===== src/rtl/draw_pkg.sv =====
`default_nettype none
// +----------------------------------------------------------------------+
// | draw_pkg                                                             |
// | State encoding and window validation shared by the draw sequencer.   |
// | Revision: 1.0                                                        |
// +----------------------------------------------------------------------+
package draw_pkg;

   localparam int         c_STATE_W = 6;

   localparam logic [5:0] c_ST_IDLE  = 6'b000001;
   localparam logic [5:0] c_ST_FETCH = 6'b000010;
   localparam logic [5:0] c_ST_LATCH = 6'b000100;
   localparam logic [5:0] c_ST_SEND  = 6'b001000;
   localparam logic [5:0] c_ST_WAIT  = 6'b010000;
   localparam logic [5:0] c_ST_ADV   = 6'b100000;

   typedef enum logic [c_STATE_W-1:0] {
      ST_IDLE  = c_ST_IDLE,
      ST_FETCH = c_ST_FETCH,
      ST_LATCH = c_ST_LATCH,
      ST_SEND  = c_ST_SEND,
      ST_WAIT  = c_ST_WAIT,
      ST_ADV   = c_ST_ADV
   } state_t;

   // Inclusive bounds must be ordered and lie inside the frame.
   function automatic logic win_valid(
      input int unsigned x0,
      input int unsigned x1,
      input int unsigned y0,
      input int unsigned y1,
      input int unsigned h_res,
      input int unsigned v_res
   );
      return (x0 <= x1) && (y0 <= y1) && (x1 < h_res) && (y1 < v_res);
   endfunction

endpackage
`default_nettype wire


===== src/rtl/raster_counter.sv =====
`default_nettype none
// +----------------------------------------------------------------------+
// | raster_counter                                                       |
// | Raster-order x/y/row_base walker over a latched inclusive window.    |
// | Revision: 1.0                                                        |
// +----------------------------------------------------------------------+
module raster_counter
   import draw_pkg::*;
#(
   parameter int H_RES  = 96,
   parameter int XW     = 7,
   parameter int YW     = 6,
   parameter int ADDR_W = 13
) (
   input  logic              clk,
   input  logic              rst_n,
   input  logic              i_load,
   input  logic              i_reload,
   input  logic              i_step,
   input  logic [XW-1:0]     i_x0,
   input  logic [XW-1:0]     i_x1,
   input  logic [YW-1:0]     i_y0,
   input  logic [YW-1:0]     i_y1,
   output logic [ADDR_W-1:0] o_addr,
   output logic              o_last
);

   localparam logic [ADDR_W-1:0] c_H_RES = ADDR_W'(H_RES);

   logic [XW-1:0]     r_x, r_x0, r_x1;
   logic [YW-1:0]     r_y, r_y0, r_y1;
   logic [ADDR_W-1:0] r_row_base;
   logic [ADDR_W-1:0] r_base0;
   logic [ADDR_W-1:0] w_base_in;

   // Only multiply in the block: the starting row offset, once per start.
   assign w_base_in = ADDR_W'(i_y0) * c_H_RES;

   always_ff @(posedge clk or negedge rst_n) begin
      if (!rst_n) begin
         r_x        <= '0;
         r_y        <= '0;
         r_x0       <= '0;
         r_x1       <= '0;
         r_y0       <= '0;
         r_y1       <= '0;
         r_row_base <= '0;
         r_base0    <= '0;
      end else if (i_load) begin
         r_x0       <= i_x0;
         r_x1       <= i_x1;
         r_y0       <= i_y0;
         r_y1       <= i_y1;
         r_x        <= i_x0;
         r_y        <= i_y0;
         r_row_base <= w_base_in;
         r_base0    <= w_base_in;
      end else if (i_reload) begin
         r_x        <= r_x0;
         r_y        <= r_y0;
         r_row_base <= r_base0;
      end else if (i_step) begin
         if (r_x < r_x1) begin
            r_x <= r_x + XW'(1);
         end else if (r_y < r_y1) begin
            r_x        <= r_x0;
            r_y        <= r_y + YW'(1);
            r_row_base <= r_row_base + c_H_RES;
         end
      end
   end

   assign o_addr = r_row_base + ADDR_W'(r_x);
   assign o_last = (r_x == r_x1) && (r_y == r_y1);

endmodule
`default_nettype wire


===== src/rtl/draw_sequencer.sv =====
`default_nettype none
// +----------------------------------------------------------------------+
// | draw_sequencer                                                       |
// | Walks a frame/window of pixel memory and feeds each word to the SPI. |
// | Revision: 1.0                                                        |
// +----------------------------------------------------------------------+
module draw_sequencer
   import draw_pkg::*;
#(
   parameter int H_RES  = 96,
   parameter int V_RES  = 64,
   parameter int PIX_W  = 16,
   parameter int XW     = $clog2(H_RES),
   parameter int YW     = $clog2(V_RES),
   parameter int ADDR_W = $clog2(H_RES*V_RES)
) (
   input  logic              sck,
   input  logic              rst_in,
   input  logic              init_in,
   input  logic              abort_in,
   input  logic              cont_in,
   input  logic              win_en_in,
   input  logic [XW-1:0]     x0_in,
   input  logic [XW-1:0]     x1_in,
   input  logic [YW-1:0]     y0_in,
   input  logic [YW-1:0]     y1_in,
   output logic [ADDR_W-1:0] mem_addr,
   output logic              mem_rd,
   input  logic [PIX_W-1:0]  mem_data,
   output logic [PIX_W-1:0]  spi_data,
   output logic              spi_start,
   input  logic              spi_done,
   output logic              busy,
   output logic              done,
   output logic              err
);

   localparam logic [XW-1:0] c_X_MAX = XW'(H_RES - 1);
   localparam logic [YW-1:0] c_Y_MAX = YW'(V_RES - 1);

   state_t            r_state, w_next;
   logic              r_cont;
   logic [PIX_W-1:0]  r_spi_data;
   logic              r_done;
   logic              r_err;
   logic              w_load, w_reload, w_step;
   logic              w_valid, w_last;
   logic [XW-1:0]     w_x0, w_x1;
   logic [YW-1:0]     w_y0, w_y1;
   logic [ADDR_W-1:0] w_addr;

   assign w_x0 = win_en_in ? x0_in : '0;
   assign w_x1 = win_en_in ? x1_in : c_X_MAX;
   assign w_y0 = win_en_in ? y0_in : '0;
   assign w_y1 = win_en_in ? y1_in : c_Y_MAX;

   assign w_valid = win_valid(32'(w_x0), 32'(w_x1), 32'(w_y0), 32'(w_y1),
                              H_RES, V_RES);

   raster_counter #(
      .H_RES  (H_RES),
      .XW     (XW),
      .YW     (YW),
      .ADDR_W (ADDR_W)
   ) u_raster (
      .clk      (sck),
      .rst_n    (rst_in),
      .i_load   (w_load),
      .i_reload (w_reload),
      .i_step   (w_step),
      .i_x0     (w_x0),
      .i_x1     (w_x1),
      .i_y0     (w_y0),
      .i_y1     (w_y1),
      .o_addr   (w_addr),
      .o_last   (w_last)
   );

   always_comb begin
      w_next   = r_state;
      w_load   = 1'b0;
      w_reload = 1'b0;
      w_step   = 1'b0;
      unique case (r_state)
         ST_IDLE: begin
            if (init_in && w_valid) begin
               w_next = ST_FETCH;
               w_load = 1'b1;
            end
         end
         ST_FETCH: w_next = ST_LATCH;
         ST_LATCH: w_next = ST_SEND;
         ST_SEND:  w_next = ST_WAIT;
         ST_WAIT: begin
            if (spi_done) begin
               w_next = ST_ADV;
            end
         end
         ST_ADV: begin
            if (!w_last) begin
               w_step = 1'b1;
               w_next = ST_FETCH;
            end else if (r_cont) begin
               w_reload = 1'b1;
               w_next   = ST_FETCH;
            end else begin
               w_next = ST_IDLE;
            end
         end
         default: w_next = ST_IDLE;
      endcase

      // Abort wins over every other transition, including ADV bookkeeping.
      if (abort_in && (r_state != ST_IDLE)) begin
         w_next   = ST_IDLE;
         w_step   = 1'b0;
         w_reload = 1'b0;
      end
   end

   always_ff @(posedge sck or negedge rst_in) begin
      if (!rst_in) begin
         r_state <= ST_IDLE;
      end else begin
         r_state <= w_next;
      end
   end

   // done is armed on the final spi_done so it is visible during ADV.
   always_ff @(posedge sck or negedge rst_in) begin
      if (!rst_in) begin
         r_cont     <= 1'b0;
         r_spi_data <= '0;
         r_done     <= 1'b0;
         r_err      <= 1'b0;
      end else begin
         if (w_load) begin
            r_cont <= cont_in;
         end
         if (r_state == ST_LATCH) begin
            r_spi_data <= mem_data;
         end
         r_done <= (r_state == ST_WAIT) && spi_done && !abort_in && w_last;
         r_err  <= (r_state == ST_IDLE) && init_in && !w_valid;
      end
   end

   assign mem_addr  = w_addr;
   assign mem_rd    = (r_state == ST_FETCH);
   assign spi_data  = r_spi_data;
   assign spi_start = (r_state == ST_SEND);
   assign busy      = (r_state != ST_IDLE);
   assign done      = r_done;
   assign err       = r_err;

endmodule
`default_nettype wire


===== config.mk =====
export PLATFORM = sky130hd
export DESIGN_NAME = draw_sequencer
export DESIGN_NICKNAME = d
export VERILOG_FILES = /design/src/rtl/draw_pkg.sv /design/src/rtl/raster_counter.sv /design/src/rtl/draw_sequencer.sv
export SDC_FILE = /design/constraint.sdc
export NUM_CORES = 1
export LEC_CHECK = 0
export BUFFER_PORTS_ARGS = -buffer_cell sky130_fd_sc_hd__buf_2
export CORE_MARGIN = 1.5
export CORE_UTILIZATION = 37
export DETAILED_ROUTE_END_ITERATION = 10
export GPL_TIMING_DRIVEN = 0
export PLACE_DENSITY_LB_ADDON = 0.1
export SLEW_MARGIN = 20
export SYNTH_ARGS = -nofsm -noshare
export SYNTH_HDL_FRONTEND = slang
export SYNTH_SLANG_ARGS = --single-unit

===== constraint.sdc =====
create_clock -name sck -period 5.9 [get_ports sck]
set_input_delay 0.59 -clock sck [delete_from_list [all_inputs] [get_ports sck]]
set_output_delay 0.59 -clock sck [all_outputs]
set_load 0.01 [all_outputs]

==> impl_metrics.toml, run 1 <==
[layout]
n_fill_cell = 1340
fin_cells = 781
antenna_cells = 0
finalCoreUtilization = 0.454
drive_gt1_frac = 0.241
fin_nets = 692
area_delta_synth_final_pct = 18.9
stdcell_area_sq_um = 5770

[yosys]
syn-cell-area_sq_um = 4850
seq_area_frac_synth = 0.408
synth_common_cells = "dfrtp_1 (78), nand2_1 (54), o21ai_0 (39), ha_1 (38)"
ys_async_sr_fraction = 1.00
synth.avg_cell_area_sq_um = 9.50
synth_top_area_share = 0.402
synth-edff-count = 0
synth_cell_type_count = 53
ys_ff_latch = 79
yosysWarningCount = 0
syn-num-nets = 599
synthFlopType = "dfrtp_1"
synthCells = 511
synth_area_leaders = "dfrtp_1 (40%), ha_1 (9.8%), mux2_2 (5.6%)"
yosysMostFrequentCell = "dfrtp_1"
yosysTopAreaCell = "dfrtp_1"

[placement]
hpwl_mm = 9.69
io_buffers = 81
place_area_sq_um = 5500
globalplace.congestion = 0.775
place_inst = 765

[worst_setup_path]
cp.required_ns = 6.09
crit_family = "buffers and inverters"
worst_ep_arrival_time_ns = 3.83
critPathMaxStageDelay_ns = 0.59
cp_cell_sequence = "clkbuf_1 -> clkbuf_1 -> nand2_1 -> inv_1 -> ha_1 -> nor2b_1 -> o21a_1 -> o21a_1 -> o31ai_1 -> nand4b_4 -> buf_2 -> buf_2 -> nand2_1 -> o21ai_0"
path_buf_inv = 5
critPathMaxFanout = 10
endpoint_kind = "register"
critPathLaunchType = "input port"
critPathKind = "input port to register"
crit_slowest_cell = "clkbuf_1"

[clock_tree]
cts_buffer_depth = 2
ctsResizeCount = 0
cts-htree-levels = 3
numClockSinks = 79
root_buffer = "clkbuf_16"
cts_tree = "yes"
clk_pin_slew_ns = 0.06
hold_buffers = 0
numCtsBuffers = 9
post_cts_buffers = 0
clkLatencyLatePin_ns = 0.34

[sta]
rsz0062_at_grt = "no"
relSlewSlack = 0.508
finalHoldViolCount = 0
setup_viol = 0
fin_skew_ns = 0.00798
finalCriticalPeriod_ns = 3.64
worstMarginPinSlew_ns = 0.731
final_max_slew_viol_count = 0
min_period_over_period = 0.618
final.setup.tns_ns = 0
max_freq_mhz = 274

[global_route]
gr-usage-met3 = 0.0368
grt_use_met1 = 0.267
grt_pass1_vias = 4051
grt_overflow = 0
grt_pass1_wl_mm = 21.1
grt_usage = 0.195
antenna_found_initial = 0
busiest_layer = "met2"
grt_max_degree = 48
met2_usage = 0.310

[floorplan]
dieArea_sq_um = 13800
fp.coreArea_sq_um = 12700
start_util = 0.381
io_pins = 83
die_x_um = 118
die_h_um = 118
rows = 41

[pwr]
p_per_area_nw_per_um2 = 484
leakagePower_nw = 2.89
ir_worst_vdd_v = 0.000223

[route]
vias_per_cell = 5.17
wl_per_cell_um = 16.4
remaining_drc_errors = 0
postRouteAntennaNets = 0
drtPass1Iterations = 4
via_count = 4039
dr.first_iter.drc_count = 219
wirelength_mm = 12.8

[job]
drv_cap = 0

[hold_path]
min-delay-path-class = "input port to async pin"

[outcome]
outcome = "completed"
## placed cells by master, fill, tap and decap left out, types with 3 or more instances in the layout
| master | n |
|---|---|
| o22ai_1 | 3 |
| a31o_2 | 3 |
| buf_2 | 89 |
| buf_4 | 3 |
| clkinvlp_4 | 4 |
| dfrtp_1 | 78 |
| a21o_1 | 10 |
| nand4_1 | 5 |
| o21a_1 | 4 |
| and2_1 | 3 |
| mux2i_1 | 11 |
| nor2_1 | 33 |
| nand2_1 | 54 |
| ha_1 | 38 |
| o221ai_1 | 7 |
| o21bai_1 | 3 |
| nand2b_1 | 5 |
| nor2b_1 | 13 |
| nor4_1 | 4 |
| clkbuf_1 | 16 |
| inv_1 | 33 |
| nand3_1 | 18 |
| clkbuf_16 | 9 |
| a21oi_1 | 29 |
| xor2_1 | 11 |
| o21ai_0 | 39 |
| xnor2_1 | 16 |
| nor3_1 | 4 |
| mux2_2 | 24 |
| a31oi_1 | 4 |
## flip-flops by register name, indices dropped and copies added, names as in the netlist
signal	count
done	1
err	1
r_cont	1
r_state	6
spi_data	16
u_raster.r_base0	7
u_raster.r_row_base	8
u_raster.r_x	7
u_raster.r_x0	7
u_raster.r_x1	7
u_raster.r_y	6
u_raster.r_y0	6
u_raster.r_y1	6
## worst reg2reg max path, stage by stage, from the launching register on
cell and delay (ns):
dfrtp_1 0.47, ha_1 0.39, nand4_1 0.19, nor4_1 0.66, nor3_1 0.19, o21ai_2 0.40, buf_2 0.33, nand2_1 0.10
a31oi_1 0.18
## cell type report
class,instances,area [sq um],share of cell area
buffer,28,139,0.0241
sequential,79,1980,0.343
timing repair buffer,82,435,0.0755
multi-input combinational,371,2610,0.453
clock inverter,5,35.0,0.00607
clock buffer,11,233,0.0403
inverter,33,124,0.0215
tap,172,215,0.0373
## power by group
group | internal (W) | switching [W] | leakage [nW]
logic | 0.000595 | 0.000695 | 1.79
clock network | 0.000284 | 0.000226 | 0.118
registers | 0.000785 | 0.000208 | 0.978
total | 0.00166 | 0.00113 | 2.89
## stage by stage
step / total power (W) / hold slack [ns] / setup WS (ns)
finish: 0.00279 / 0.203 / 2.26
global route: 0.00303 / 0.230 / 1.98
CTS: 0.00283 / 0.213 / 2.24
detailed placement: 0.00230 / 0.466 / 1.89
global placement: 0.00227 / 0.457 / 1.96
floorplan: 0.00188 / 0.294 / 2.81
## routing by layer
layer  wire length (um)  vias to the layer above
met2               5880                       93
met5                  0                        -
li1                   -                     1968
met4                215                        0
met3                639                       14
met1               6100                     1964
## kinds of logic (layout without fill, tap and decap cells)
group,after synthesis,in the layout,share of synthesized area
and+or+nand+nor,156,156,0.161
AOI/OAI and AO/OA,114,114,0.148
DFF,79,79,0.408
buffers and inverters,61,159,0.0541
adders and majority gates,39,39,0.102
muxes,35,35,0.0784
xor gates and xnor gates,27,27,0.0487
## worst paths after layout
check                               startpoint                     end  slack (ns)  depth (start not counted)
min in group sck                   mem_data[4]             spi_data[4]        0.48                          2
hold reg to reg            u_raster.r_base0[9]     u_raster.r_base0[9]        0.48                          1
max in group asynchronous               rst_in              r_state[0]        5.03                          2
setup / recovery                     win_en_in        u_raster.r_x1[6]        2.26                         14
setup reg to reg               u_raster.r_x[6]  u_raster.r_row_base[6]        2.91                          8
hold / removal                          rst_in         u_raster.r_y[4]        0.20                          1
Note: power is estimated with default switching activity, not from simulation.
==> run 2: changes to the inputs <==
==> constraint.sdc (replaced) <==
create_clock -name sck -period 3.55 [get_ports sck]
set_input_delay 0.355 -clock sck [delete_from_list [all_inputs] [get_ports sck]]
set_output_delay 0.355 -clock sck [all_outputs]
set_load 0.01 [all_outputs]
==> run 2 against run 1 <==
Compared with the run above: sequential power is 66% higher; critical path type unchanged; setup slack worse by 1.9 ns; utilization is 0.089 points higher; die area unchanged; largest cell class unchanged; non-clock buffer count up 1; critical endpoint unchanged.
==> impl_metrics.toml, run 2 (synthesis results as in run 1) <==
[sta]
relSlewSlack = 0.511
fin_skew_ns = 0.00809
max_freq_mhz = 312
final.setup.tns_ns = 0
rsz0062_at_grt = "no"
finalCriticalPeriod_ns = 3.20
finalHoldViolCount = 0
final_max_slew_viol_count = 0
worstMarginPinSlew_ns = 0.727
min_period_over_period = 0.902
setup_viol = 0
fin_hold_ws_ns = 0.242
fin_ws_ns = 0.347

[pwr]
p_per_area_nw_per_um2 = 801
leakagePower_nw = 2.89
ir_worst_vdd_v = 0.000369

[route]
via_count = 4035
wirelength_mm = 12.8
dr.first_iter.drc_count = 203
postRouteAntennaNets = 0
vias_per_cell = 5.16
wl_per_cell_um = 16.3
remaining_drc_errors = 0
drtPass1Iterations = 5

[floorplan]
rows = 41
die_x_um = 118
dieArea_sq_um = 13800
start_util = 0.381
fp.coreArea_sq_um = 12700
io_pins = 83
die_h_um = 118

[global_route]
antenna_found_initial = 0
grt_usage = 0.195
grt_pass1_wl_mm = 21.1
grt_overflow = 0
grt_pass1_vias = 4051
grt_max_degree = 48

[clock_tree]
clkLatencyLatePin_ns = 0.34
numCtsBuffers = 9
post_cts_buffers = 0
cts_tree = "yes"
root_buffer = "clkbuf_16"
cts_buffer_depth = 2
clk_pin_slew_ns = 0.06
numClockSinks = 79
cts-htree-levels = 3

[layout]
antenna_cells = 0
n_fill_cell = 1338
largest_register_ffs = 16
layout_common_cells = "buf_2 (89), dfrtp_1 (78), nand2_1 (54), o21ai_0 (39), ha_1 (38)"
fin_nets = 693
drive_gt1_frac = 0.243
area_delta_synth_final_pct = 19.2
final_common_cell = "buf_2"

[worst_setup_path]
critPathMaxStageDelay_ns = 0.44
crit_slowest_cell = "clkbuf_1"
ff2ff_setup_slack_ns = 0.58
path_buf_inv = 4
endpoint_kind = "register"
crit_family = "buffers and inverters"
critPathKind = "input port to register"
cp_cell_sequence = "clkbuf_1 -> clkbuf_1 -> nor2b_1 -> ha_1 -> nor2b_1 -> o21a_1 -> o21a_1 -> o31ai_1 -> nand4b_4 -> buf_2 -> buf_2 -> nand2_1 -> o21ai_0"
critPathMaxFanout = 10
critPathLaunchType = "input port"
cp.required_ns = 3.74
worst_ep_arrival_time_ns = 3.39

[outcome]
outcome = "completed"

[hold_path]
min-delay-path-class = "input port to register"

[placement]
pre_cts_ws_ns = -0.222
globalplace.congestion = 0.775
hpwl_mm = 9.69
io_buffers = 81

[job]
drv_cap = 0
## run 2: changes by cell type in the layout (fill, tap and decap cells not counted)
cell | previous run | this run
clkbuf_1 | 16 | 15
clkbuf_2 | 0 | 1
dlygate4sd3_1 | 0 | 1
## run 2: final timing paths
check                                          from                      to  depth (start not counted)
worst max register to register      u_raster.r_x[6]  u_raster.r_row_base[6]                          8
worst max-delay path                      win_en_in        u_raster.r_x1[6]                         13
max in group asynchronous                    rst_in              r_state[0]                          3
worst min-delay path                    mem_data[4]             spi_data[4]                          2
min in group asynchronous                    rst_in         u_raster.r_y[4]                          2
worst min register to register  u_raster.r_base0[9]     u_raster.r_base0[9]                          1
## run 2: area by class of cell
class,instances,area [sq um],share of cell area
clock buffers,11,233,0.0403
clock inverters,5,35.0,0.00606
flip-flops and latches,79,1980,0.342
plain buffers,28,140,0.0242
well taps,172,215,0.0372
multi-input cells,371,2610,0.452
repair buffers,83,445,0.0770
inverters,33,124,0.0214
## run 2: where the power goes
part / internal [W] / total [W] / switching (W)
clock: 0.000472 / 0.000845 / 0.000373
combinational: 0.000989 / 0.00214 / 0.00115
sequential: 0.00130 / 0.00165 / 0.000343
total: 0.00277 / 0.00463 / 0.00187
## run 2: timing repair
item | CTS | global route
setup endpoints to repair | 0 | 50
hold buffers | 1 | 0
hold endpoints to repair | 32 | 0
gates resized for setup | 0 | 2
## run 2: metrics by stage
stage                     cell area [sq um]  power [W]  utilization  cells
after floorplan                        4850    0.00312            -    511
after global placement                 5470    0.00377        0.430    764
after detailed placement               5500    0.00383        0.433    765
after CTS                              5780    0.00470        0.454    782
after global routing                   5780    0.00504        0.454    782
final                                  5780    0.00463        0.454    782
## run 2: metal layers
layer,part of all wire,vias to the layer above,track usage
li1,-,1968,-
met1,0.47,1938,0.268
met2,0.46,115,0.310
met3,0.051,14,0.0363
met4,0.017,0,0.0678
met5,0,-,0
==> run 3: changes to the inputs <==
--- a/config.mk
+++ b/config.mk
@@ -6,11 +6,13 @@
 export NUM_CORES = 1
 export LEC_CHECK = 0
 export BUFFER_PORTS_ARGS = -buffer_cell sky130_fd_sc_hd__buf_2
-export CORE_MARGIN = 1.5
+export CORE_MARGIN = 2
 export CORE_UTILIZATION = 37
 export DETAILED_ROUTE_END_ITERATION = 10
+export GPL_ROUTABILITY_DRIVEN = 0
 export GPL_TIMING_DRIVEN = 0
 export PLACE_DENSITY_LB_ADDON = 0.1
+export REMOVE_ABC_BUFFERS = 1
 export SLEW_MARGIN = 20
 export SYNTH_ARGS = -nofsm -noshare
 export SYNTH_HDL_FRONTEND = slang
==> run 3 against run 2 <==
Compared with the run above: flip-flop and latch count is the same; clock power rose by 12%; cell count is 3.2% lower; register-to-register slack lost 0.23 ns; count of clock-buffer cells in the layout down 1; maximum frequency hardly changed; power increased by 0.39%; non-clock buffer count fell by 25; sequential power about the same; critical path type is now register to register.
==> impl_metrics.toml, run 3 (synthesis results as in run 1) <==
[sta]
max_freq_mhz = 312
rsz0062_at_grt = "no"
min_period_over_period = 0.903
final_max_slew_viol_count = 0
worstMarginPinSlew_ns = 0.855
fin_hold_ws_ns = 0.241
finalCriticalPeriod_ns = 3.20
finalHoldViolCount = 0
relSlewSlack = 0.428
fin_ws_ns = 0.345
setup_viol = 0
fin_skew_ns = 0.00675

[global_route]
grt_max_degree = 55
grt_usage = 0.173
antenna_found_initial = 0
grt_pass1_vias = 3867
grt_pass1_wl_mm = 19.5
grt_overflow = 0

[job]
drv_cap = 0

[layout]
largest_register_ffs = 16
final_common_cell = "buf_2"
fin_nets = 668
area_delta_synth_final_pct = 18.0
n_fill_cell = 1270
stdcell_area_sq_um = 5720
drive_gt1_frac = 0.238
antenna_cells = 0
layout_common_cells = "buf_2 (81), dfrtp_1 (78), nand2_1 (54), o21ai_0 (39), ha_1 (38)"

[worst_setup_path]
critPathMaxFanout = 17
ff2ff_setup_slack_ns = 0.35
rr_worst_depth = 8
cp.required_ns = 3.78
worst_ep_arrival_time_ns = 3.44
cp_cell_sequence = "ha_1 -> nand4_1 -> a21oi_1 -> a2111oi_4 -> nor3_1 -> o21ai_2 -> o22ai_1 -> a31o_2"
crit_slowest_cell = "o21ai_2"
path_buf_inv = 0
critPathMaxStageDelay_ns = 0.68
critPathKind = "register to register"
crit_family = "compound AO/OA/AOI/OAI gates"
timing.rr.end = "u_raster.r_row_base[5]"
critPathLaunchType = "register"
reg2reg_from = "u_raster.r_x[5]"
endpoint_kind = "register"

[route]
remaining_drc_errors = 0
drtPass1Iterations = 4
wirelength_mm = 11.4
via_count = 3783
postRouteAntennaNets = 0
wl_per_cell_um = 15.1
dr.first_iter.drc_count = 172
vias_per_cell = 5.00

[floorplan]
io_pins = 83
fp.coreArea_sq_um = 12700
die_h_um = 119
start_util = 0.381
die_x_um = 119
dieArea_sq_um = 14000
rows = 41

[clock_tree]
clk_pin_slew_ns = 0.06
cts-htree-levels = 3
cts_buffer_depth = 2
numCtsBuffers = 9
numClockSinks = 79
root_buffer = "clkbuf_16"
cts_tree = "yes"
post_cts_buffers = 0
clkLatencyLatePin_ns = 0.34

[pwr]
p_per_area_nw_per_um2 = 813
ir_worst_vdd_v = 0.000334
leakagePower_nw = 2.87
finalPower_w = 0.00465

[outcome]
outcome = "completed"

[hold_path]
worstHoldStart = "cont_in"
min_to = "r_cont"
min-delay-path-class = "input port to register"
hold_path_depth = 2

[placement]
hpwl_mm = 8.40
pre_cts_ws_ns = 0.103
io_buffers = 82
place_area_sq_um = 5410
==> run 3: how the worst max path moves through the flow <==
stage / start / to / slack, ns / cells past startpoint
global placement: win_en_in / u_raster.r_base0[6] / -0.53 / 9
CTS: u_raster.r_x[6] / u_raster.r_row_base[6] / 0.19 / 7
detailed placement: win_en_in / r_cont / 0.10 / 11
floorplan: x0_in[1] / r_cont / 0.54 / 9
global route: u_raster.r_x[5] / u_raster.r_row_base[5] / 0.10 / 8
finish: u_raster.r_x[5] / u_raster.r_row_base[5] / 0.35 / 8
==> run 3: where the power goes <==
part	switching, W	internal, W	total (W)
Sequential	0.000349	0.00130	0.00165
Clock	0.000395	0.000550	0.000945
Combinational	0.00110	0.000952	0.00205
==> run 3: per-stage QoR <==
step / instances / utilization / TNS [ns]
2_1_floorplan: 483 / - / 0
3_3_place_gp: 737 / 0.420 / -21.38
3_5_place_dp: 740 / 0.425 / 0
4_1_cts: 757 / 0.449 / 0
5_1_grt: 757 / 0.450 / 0
6_report: 757 / 0.450 / 0
==> run 3: final cells by class <==
class / count / area, sq um / share of cell area
multi-input cells: 371 / 2620 / 0.457
flip-flops and latches: 79 / 1980 / 0.346
repair buffers: 86 / 490 / 0.0857
clock buffers: 10 / 229 / 0.0400
well taps: 172 / 215 / 0.0376
inverters: 33 / 124 / 0.0216
clock inverters: 6 / 70.1 / 0.0122
==> run 3: what timing repair did <==
item                                    CTS  global route
hold buffers                              1             0
gates resized for setup                   0             1
hold endpoints to repair                 26             0
endpoints found under the setup margin    0             3
==> run 3: layer usage <==
| metal | track usage | share of wire |
|---|---|---|
| met3 | 0.0251 | 0.025 |
| met2 | 0.274 | 0.46 |
| met1 | 0.239 | 0.50 |
| met5 | 0 | 0 |
| met4 | 0.0647 | 0.019 |
